$ cat src/rtl/ins_fetch_unit.sv
// ins_fetch_unit -- single-issue instruction fetch stage.
//
// Holds the PC and issues one fetch request per cycle to instruction memory.
// A transfer (imemReq & imemAck) captures {PC, word} into a one-entry output
// slot that feeds the IF/ID register. The slot is consumed on every edge
// where control[1] is low. If nothing new arrives on that edge, the slot
// turns into a zero NOP bubble.
//
// Ports
//   clk           in   clock, rising edge
//   rst           in   synchronous active-high reset
//   control[5:0]  in   bit0 fetch stall, bit1 IF/ID stall, bits 5:2 unused
//   branchFlag    in   one-cycle redirect request
//   branchTarget  in   redirect address
//   imemReq       out  fetch request (combinational)
//   imemAddr      out  fetch address (= PC register)
//   imemAck       in   memory ready
//   imemData      in   instruction word, valid in a transfer cycle
//   insFetchPC    out  slot PC
//   insFetchInst  out  slot instruction
module ins_fetch_unit #(
    parameter logic [31:0] RESET_PC = 32'h0000_0000
) (
    input  logic        clk,
    input  logic        rst,
    input  logic [5:0]  control,
    input  logic        branchFlag,
    input  logic [31:0] branchTarget,
    output logic        imemReq,
    output logic [31:0] imemAddr,
    input  logic        imemAck,
    input  logic [31:0] imemData,
    output logic [31:0] insFetchPC,
    output logic [31:0] insFetchInst
);

    logic [31:0] pc_q, pc_d;
    logic [31:0] slot_pc_q, slot_pc_d;
    logic [31:0] slot_inst_q, slot_inst_d;
    logic        slot_vld_q, slot_vld_d;
    logic        xfer;

    logic unused_ctl;
    assign unused_ctl = ^control[5:2];

    // No request in the following cases:
    //   - A full slot cannot drain this cycle.
    //   - A redirect arrives while the delay slot is already held. If we
    //     fetched here, the wrong-path word would be captured.
    assign imemReq = !rst && !control[0] && !(slot_vld_q && control[1])
                     && !(branchFlag && slot_vld_q);
    assign xfer    = imemReq && imemAck;

    assign imemAddr     = pc_q;
    assign insFetchPC   = slot_pc_q;
    assign insFetchInst = slot_inst_q;

    always_comb begin
        pc_d        = pc_q;
        slot_pc_d   = slot_pc_q;
        slot_inst_d = slot_inst_q;
        slot_vld_d  = slot_vld_q;

        if (xfer) begin
            slot_pc_d   = pc_q;
            slot_inst_d = imemData;
            slot_vld_d  = 1'b1;
            pc_d        = pc_q + 32'd4;
        end else if (!control[1]) begin
            // Slot consumed with nothing behind it: present a bubble.
            slot_pc_d   = 32'h0;
            slot_inst_d = 32'h0;
            slot_vld_d  = 1'b0;
        end

        // The redirect wins over sequential advance. A word captured in the
        // same cycle is kept as the delay-slot instruction.
        if (branchFlag) begin
            pc_d = branchTarget;
        end
    end

    always_ff @(posedge clk) begin
        if (rst) begin
            pc_q        <= RESET_PC;
            slot_pc_q   <= 32'h0;
            slot_inst_q <= 32'h0;
            slot_vld_q  <= 1'b0;
        end else begin
            pc_q        <= pc_d;
            slot_pc_q   <= slot_pc_d;
            slot_inst_q <= slot_inst_d;
            slot_vld_q  <= slot_vld_d;
        end
    end

endmodule
$ cat config.mk
export PLATFORM = sky130hd
export DESIGN_NAME = ins_fetch_unit
export DESIGN_NICKNAME = d
export VERILOG_FILES = /design/src/rtl/ins_fetch_unit.sv
export SDC_FILE = /design/constraint.sdc
export NUM_CORES = 1
export LEC_CHECK = 0
export CAP_MARGIN = 20
export CORE_MARGIN = 2
export CORE_UTILIZATION = 39
export DETAILED_ROUTE_END_ITERATION = 12
export GPL_TIMING_DRIVEN = 1
export PLACE_DENSITY = 0.84
export RECOVER_POWER = 50
export SYNTH_ARGS = -nofsm -noshare
export SYNTH_HDL_FRONTEND = slang
export SYNTH_SLANG_ARGS = --single-unit
$ cat constraint.sdc
create_clock -name clk -period 1.9 [get_ports clk]
set_input_delay 0.475 -clock clk [delete_from_list [all_inputs] [get_ports clk]]
set_output_delay 0.475 -clock clk [all_outputs]
set_load 0.02 [all_outputs]
==> results.md, run 1 <==
* Initial Utilization at 0.400
* Commonest non-fill, non-tap cell in the layout: clkdlybuf4s50_1
* Final ANT Viol Nets at 0
* Routability cong. at between 0.8 and 0.9
* Fmax at 537 MHz
* Worst skew pair latency at 0.36 ns
* Sequential area share after synthesis at 0.470
* # setup viols final at 0
* Vias in the first global route at 4456
* Most frequent cells in the layout: 132 x clkdlybuf4s50_1, 95 x dfxtp_1, 89 x nand2_1
* Synth Cell Area at 4130 sq um
* Syn_area_per_cell at a little over 8 sq um
* Vias per cell at 5.46
* Buffers on Ports at around 170
* Number of synthesized register bits at 97
* Dpl hpwl at slightly below 10 mm
* Reg-to-Reg End: imemAddr[13]
* Slew margin rel. at 0.305
* Max Transition Viols Final at 0
* Post-synthesis xor/xnor area fraction at 0.0593
* Clk buf depth at 2
* CP endpoint kind: flop
* Root Driver: clkbuf_8
* Post-DP Area at 6210 sq um
* Final total power at 4.30 mW
* Die Wd at 107 um
* Distinct cells, synth at 36
* Layout cells sized above 1 at 0.116
* Clock skew at 0.00611 ns
* CTS tree: yes
* Die Span Y at 107 um
* EDFF count, synth at 0
* Synth Area in Simple Gates at 0.272
* Worst setup SP type: flop
* Combinational family with the most area after synthesis: simple AND/OR/NAND/NOR gates
* Yosys warnings at 0
* Core area at just over 10000 sq um
* Clock transition at path regs at 0.09 ns
* Post-Syn Nets at slightly below 600
* Max-Cap Viols at 0
* Fraction of registers with async set/reset at 0
* Initial antenna violation count at 0
* Area delta synth->final at 55.8%
* CP max FO at 5
* 1st-pass router iterations at 5
* Placed Cells at 821
* Setup slack, reg-to-reg at 0.04 ns
* Inserted Diodes at 0
* First-pass GRT wire length at 22.2 mm
* PD cells at ~670 nW/um^2
* Row cnt at 37
* Fin nets at a little under 800
* IO Count at 171
* Die area at 11400 sq um
* Final Cycle Share at 0.980
* Gr ovfl total at 0
* Worst Hold Depth at 2
* FF-to-FF Start: imemAddr[7]
* Critical Path RT at 2.16 ns
* H-tree Lvls at 3
* HP Class: reg2reg
* DRC Markers at 0
* Non-filler cells, final at 844
* DR vias at between 4k and 5k
* Utilization after layout at 0.624
* Mux cell area share after synthesis at 0.00484
* Top_reg_cell synth: dfxtp_1
* Least-Margin Pin Slew at 1.04 ns
* Arr. time, crit path at 2.12 ns
* Sink of the worst hold path: insFetchInst[27]
* Cells after Synth at 513
* R2R cell count at 7
* DRT Wirelength at 14.3 mm
* Leakage power total at 2.34 nW
* Number of DRC markers in iteration 0 at between 200 and 300
* Largest net degree at the start of global routing at 98
* Compound-Gate Fraction of Synth Area at 0.148
* Status: finished, final reports clean
* Final Critical Period at between 1.5 and 2 ns
* Worst VDD drop at 0.000391 V
* Design area at 6440 sq um
* GRT Total Usage at 0.243
* Fin. Hold Viols at 0
* Hold path startpoint: insFetchInst[27]
* Clock sink total at 97
* WL/cell at 16.9 um
* TritonCTS Buffers at 9
* Adder-cell share of the synthesized area at 0.00303
* Critical path class: reg2reg
-- worst max path at each step --
stage | startpoint | endpoint | slack, ns
5_1_grt | imemAddr[7] | imemAddr[13] | -0.06
2_1_floorplan | rst | imemAddr[27] | -0.01
4_1_cts | branchFlag | imemReq | -0.02
3_5_place_dp | imemAck | insFetchInst[23] | -0.58
3_3_place_gp | imemAck | imemAddr[27] | -0.51
6_report | imemAddr[7] | imemAddr[13] | 0.04
-- Yosys cell counts, types with 2 or more instances --
cell / count / area share
dfxtp_1: 97 / 0.47
nand2_1: 90 / 0.082
nand3_1: 75 / 0.091
a21oi_1: 73 / 0.088
clkbuf_1: 29 / 0.026
nor2_1: 20 / 0.018
xor2_1: 20 / 0.042
nand4_1: 17 / 0.026
a211oi_1: 13 / 0.024
xnor2_1: 8 / 0.017
and2_1: 7 / 0.011
buf_2: 7 / 0.0085
nor3_1: 7 / 0.0085
o22ai_1: 7 / 0.011
and3_1: 5 / 0.0076
a31oi_1: 4 / 0.0061
buf_1: 4 / 0.0036
o21ai_0: 4 / 0.0048
and4_1: 3 / 0.0064
nor4_1: 3 / 0.0045
a21o_1: 2 / 0.0036
a311oi_1: 2 / 0.0042
mux2i_1: 2 / 0.0048
o21a_1: 2 / 0.0036
-- per-stage QoR --
stage | setup TNS [ns] | hold slack (ns) | setup slack, ns
3_5_place_dp | -45.08 | 0.460 | -0.580
3_3_place_gp | -41.65 | 0.453 | -0.507
6_report | 0 | 0.471 | 0.0375
2_1_floorplan | -0.0133 | 0.469 | -0.0133
5_1_grt | -0.183 | 0.489 | -0.0587
4_1_cts | -0.0152 | 0.473 | -0.0152
-- state kept, by name, indices dropped and copies added, names as in the netlist --
signal        count
imemAddr         32
slot_vld_q        1
insFetchPC       32
insFetchInst     32
-- critical path: stages, from the launching register on --
cell	delay, ns
dfxtp_1	0.47
nand4_1	0.14
buf_4	0.19
nor3_2	0.27
buf_4	0.17
nand3_1	0.09
xor2_1	0.16
a211oi_1	0.27
-- metal layers --
layer / global-route usage / vias up / wire (um)
met3: 0.0511 / 39 / 1050
met1: 0.294 / 2183 / 5710
met4: 0.105 / 0 / 482
li1: - / 2180 / -
met5: 0 / - / 0
met2: 0.419 / 203 / 7030
-- cell families (layout without fill, tap and decap cells) --
kind of cell    count (synthesis)  after routing
mux                             2              2
flops                          97             97
simple gates                  234            234
compound gates                108            108
fa+ha+maj                       1              1
buf+inv                        43            238
xor+xnor                       28             28
-- power breakdown --
part / leakage, nW / switching, mW / total [mW] / internal, mW
Clock: 0.107 / 0.699 / 1.42 / 0.717
Combinational: 1.44 / 0.359 / 0.697 / 0.338
Sequential: 0.792 / 0.0832 / 2.19 / 2.10
-- final cells by class --
| class | instances | area [sq um] |
|---|---|---|
| fill | 881 | 3880 |
| multi-input combinational | 373 | 2100 |
| timing repair buffer | 220 | 2010 |
| sequential | 97 | 1950 |
| clock buffer | 14 | 173 |
| tap | 136 | 170 |
| clock inverter | 2 | 35.0 |
| inverter | 2 | 7.51 |
-- repair_timing --
action / CTS / global route
setup endpoints to repair: 116 / 24
pin swaps: 8 / 6
buffers inserted: 4 / 3
resized for setup: 43 / 13
hold buffers: 0 / 0
cloned: 0 / 0
(Power assumes the default switching activity.)
==> run 2: changes to the inputs <==
==> constraint.sdc (replaced) <==
create_clock -name clk -period 1.9 [get_ports clk]
set_input_delay 0.38 -clock clk [delete_from_list [all_inputs] [get_ports clk]]
set_output_delay 0.38 -clock clk [all_outputs]
set_load 0.02 [all_outputs]
==> run 2 against run 1 <==
  * Global-route usage fell by 0.92 points
  * First-iteration DRC count is 12% lower
  * Clock power down 12%
  * Critical path type is now reg2out
  * Critical endpoint is now imemAddr[26]
  * Highest routed layer unchanged
==> results.md, run 2 (same netlist as run 1, synthesis figures left out) <==
* Post-route setup slack at approximately 0.02 ns
* Inserted Diodes at 0
* Post-place setup slack at -0.464 ns
* Most frequent cells in the layout: 91 x dfxtp_1, 89 x nand2_1, 84 x clkdlybuf4s50_1
* Worst hold margin at 0.467 ns
* Die Span Y at ~110 um
* Critical path class: reg2out
* Least-Margin Pin Slew at 1.13 ns
* Clock transition at path regs at 0.10 ns
* Largest net degree at the start of global routing at 98
* Setup slack, reg-to-reg at roughly 0.15 ns
* Worst setup SP type: flop
* H-tree Lvls at 3
* CTS tree: yes
* Worst skew pair latency at 0.36 ns
* Fin. Hold Viols at 0
* Worst VDD drop at 0.000359 V
* Buffers on Ports at roughly 170
* DRT Wirelength at ~14 mm
* Utilization after layout at 0.622
* Leakage power total at 2.46 nW
* Slew margin rel. at 0.248
* Crit path cell chain: clkdlybuf4s50_1
* DR vias at around 4.6k
* Core area at 10300 sq um
* Fin nets at 776
* GRT Total Usage at 0.234
* Area delta synth->final at 55.3%
* Vias in the first global route at 4368
* 1st-pass router iterations at 5
* Dpl hpwl at 9.74 mm
* TritonCTS Buffers at 9
* Die Wd at 107 um
* Status: finished, final reports clean
* Number of DRC markers in iteration 0 at 259
* Row cnt at 37
* Routability cong. at 0.845
* Initial Utilization at 0.400
* CP max FO at 5
* Die area at approximately 11000 sq um
* Gr ovfl total at 0
* DRC Markers at 0
* Commonest non-fill, non-tap cell in the layout: dfxtp_1
* # setup viols final at 0
* Clk buf depth at 2
* Max-Cap Viols at 0
* CP endpoint kind: output port
* HP Class: reg2reg
* Final total power at 4.13 mW
* Initial antenna violation count at 0
* Arr. time, crit path at 1.50 ns
* Max Transition Viols Final at 0
* PD cells at 643 nW/um^2
* WL/cell at 16.2 um
* CP peak stage delay at 0.66 ns
* Vias per cell at 5.44
* Final Critical Period at 1.88 ns
* Slowest CP cell: clkdlybuf4s50_1
* Root Driver: clkbuf_8
* First-pass GRT wire length at 21.5 mm
* Layout cells sized above 1 at 0.116
* IO Count at 171
* Worst path bufs/invs at 1
* Critical Path RT at 1.52 ns
* Critical path's top delay family: buffers and inverters
* # fillers at 902
* Setup TNS at 0 ns
* Clock skew at 0.0126 ns
* Final Cycle Share at 0.990
* Clock sink total at 97
* Fmax at 532 MHz
* Final ANT Viol Nets at 0
run 2: cell type report:
| class | instances | area (sq um) | area share |
|---|---|---|---|
| Clock inverter | 6 | 41.3 | 0.00643 |
| Multi-Input combinational cell | 373 | 2080 | 0.324 |
| Timing Repair Buffer | 218 | 2020 | 0.315 |
| Tap cell | 136 | 170 | 0.0265 |
| Sequential cell | 97 | 1960 | 0.305 |
| Clock buffer | 10 | 138 | 0.0214 |
| Inverter | 2 | 7.51 | 0.00117 |
run 2: what timing repair did:
action / CTS / global route
pin swaps: 6 / 7
buffers inserted: 3 / 3
endpoints found under the hold margin: 0 / 0
hold buffers: 0 / 0
gates resized for setup: 15 / 28
setup endpoints to repair: 37 / 97
run 2: power breakdown:
part	switching [mW]	internal [mW]	total [mW]
Sequential	0.0772	2.10	2.18
Combinational	0.357	0.345	0.702
Clock	0.732	0.515	1.25
run 2: path summary, 6_finish.rpt:
| kind | start | endpoint | cells past startpoint |
|---|---|---|---|
| worst min-delay path | insFetchInst[26] | insFetchInst[26] | 2 |
| worst min register to register | insFetchInst[26] | insFetchInst[26] | 2 |
| worst max-delay path | imemAddr[26] | imemAddr[26] | 1 |
| worst max register to register | imemAddr[6] | imemAddr[27] | 7 |
run 2: worst min-delay path, cell delays in order, from the launching register on:
cell     delay [ns]
dfxtp_1        0.32
nand3_1        0.06
a21oi_1        0.06
run 2: per-stage QoR:
stage / cell area (sq um) / instances
floorplan: 4140 / 513
global placement: 6200 / 820
detailed placement: 6200 / 820
CTS: 6400 / 839
global route: 6420 / 842
finish: 6420 / 842
run 2: layer usage:
metal | global-route usage | part of all wire | vias up
li1 | - | - | 2185
met1 | 0.286 | 0.40 | 2181
met2 | 0.399 | 0.51 | 189
met3 | 0.0547 | 0.072 | 25
met4 | 0.0909 | 0.023 | 0
met5 | 0 | 0 | -
==> run 3: changes to the inputs <==
CORE_MARGIN = 10   (was 2)
SLEW_MARGIN = 30   (was default)
==> run 3 against run 2 <==
  * Global-route usage fell by 4.2 points
  * Combinational power rose by 3.8%
  * Non-clock buffer count fell by 3
  * First-iteration DRC count rose by 27%
  * Maximum frequency rose by 0.62%
  * Clock-buffer cell count rose by 2
  * Design area fell by 1.0%
  * Sequential cell count did not move
  * Sequential share of layout area rose by 0.12 points
  * Clock power fell by 7%
==> results.md, run 3 (same netlist as run 1, synthesis figures left out) <==
* Final ANT Viol Nets at 0
* 1st-pass router iterations at 6
* Clock sink total at 97
* CTS tree: yes
* Initial Utilization at 0.400
* Initial antenna violation count at 2
* Die Wd at 123 um
* Design area at 6350 sq um
* Largest net degree at the start of global routing at 85
* Most frequent cells in the layout: 145 x clkdlybuf4s50_1, 95 x dfxtp_1, 89 x nand2_1
* Row cnt at 37
* Buffers on Ports at 166
* Core area at 10300 sq um
* Die area at 15100 sq um
* Vias in the first global route at 4511
* Area delta synth->final at 53.7%
* Fmax at 535 MHz
* Cts hold-fix bufs at 0
* Crit path cell chain: clkdlybuf4s50_1
* Layout cells sized above 1 at 0.116
* HP Class: in2reg
* Worst VDD drop at roughly 0.0004 V
* # setup viols final at 0
* Status: finished, final reports clean
* Number of DRC markers in iteration 0 at 329
* Setup TNS at 0 ns
* First-pass GRT wire length at 23.3 mm
* Max Transition Viols Final at 0
* H-tree Lvls at 3
* Slowest CP cell: clkdlybuf4s50_1
* Clock skew at about 0.010 ns
* TritonCTS Buffers at 9
* Clk buf depth at 2
* Max-Cap Viols at 0
* Critical path class: reg2out
* Vias per cell at 5.44
* Final Critical Period at 1.87 ns
* CP peak stage delay at 0.66 ns
* Fin nets at 773
* GRT Total Usage at 0.192
* Commonest non-fill, non-tap cell in the layout: clkdlybuf4s50_1
* Final total power at 4.07 mW
* Leakage power total at roughly 2.2 nW
* Critical path's top delay family: buffers and inverters
* Least-Margin Pin Slew at 0.921 ns
* Root Driver: clkbuf_8
* Clock transition at path regs at roughly 0.090 ns
* DR vias at about 4.6k
* CP max FO at 4
* Critical Path RT at 1.52 ns
* Dpl hpwl at 11.4 mm
* Gr ovfl total at 0
* DRT Wirelength at 15.4 mm
* WL/cell at 18.4 um
* Die Span Y at 123 um
* PD cells at 641 nW/um^2
* DRC Markers at 0
* Post-DP Area at roughly 6000 sq um
* IO Count at ~170
* Routability cong. at around 0.89
* Worst skew pair latency at between 0.3 and 0.4 ns
* CP endpoint kind: output port
* Fin. Hold Viols at 0
* Worst hold margin at 0.447 ns
* Final Cycle Share at 0.984
* Arr. time, crit path at 1.49 ns
* # fillers at 888
* Slew margin rel. at 0.386
* Worst path bufs/invs at 1
* Worst setup SP type: flop
[run 3: changes by cell type in the layout (fill, tap and decap cells not counted), moves of 4 or more]
cell             change
clkdlybuf4s50_1     +61
dlygate4sd3_1       -62
dfxtp_1              +4
buf_4                +7
dlygate4sd2_1        -5
[run 3: timing repair]
| action | 4_1_cts | 5_1_grt |
|---|---|---|
| setup endpoints to repair | 33 | 55 |
| gates resized for setup | 8 | 32 |
| setup buffers | 1 | 3 |
| endpoints found under the hold margin | 0 | 0 |
| pin swaps | 1 | 7 |
[run 3: where the power goes]
group	total, mW	internal [mW]	switching [mW]
Sequential	2.18	2.10	0.0734
Clock	1.16	0.491	0.673
Combinational	0.729	0.354	0.376
Total	4.07	2.95	1.12
[run 3: metal layers]
layer	track usage	share of wire	routed length [um]
met1	0.213	0.39	6070
met4	0.0906	0.038	580
met5	0	0	0
met3	0.0565	0.072	1120
met2	0.332	0.50	7650
[run 3: per-stage QoR]
stage / cells / util / worst slack (ns)
floorplan: 513 / - / 0.0174
global placement: 819 / 0.598 / -0.418
detailed placement: 819 / 0.598 / -0.475
CTS: 833 / 0.614 / 0.00141
global route: 837 / 0.615 / -0.0512
finish: 838 / 0.615 / 0.0313
[run 3: path summary, 6_finish.rpt]
| check | startpoint | endpoint | slack, ns | depth (start not counted) |
|---|---|---|---|---|
| hold reg to reg | insFetchInst[14] | insFetchInst[14] | 0.47 | 2 |
| hold / removal | rst | insFetchPC[9] | 0.45 | 3 |
| setup / recovery | imemAddr[22] | imemAddr[22] | 0.03 | 1 |
| setup reg to reg | imemAddr[7] | imemAddr[31] | 0.05 | 6 |
[run 3: layout make-up]
class                      instances  area, sq um  share of cell area
timing repair buffer             215         1990               0.313
clock buffer                      12          145              0.0229
tap                              136          170              0.0268
clock inverter                     1         5.00            0.000788
multi-input combinational        373         2090               0.329
sequential                        97         1940               0.306
antenna                            2         5.00            0.000788
inverter                           2         7.51             0.00118
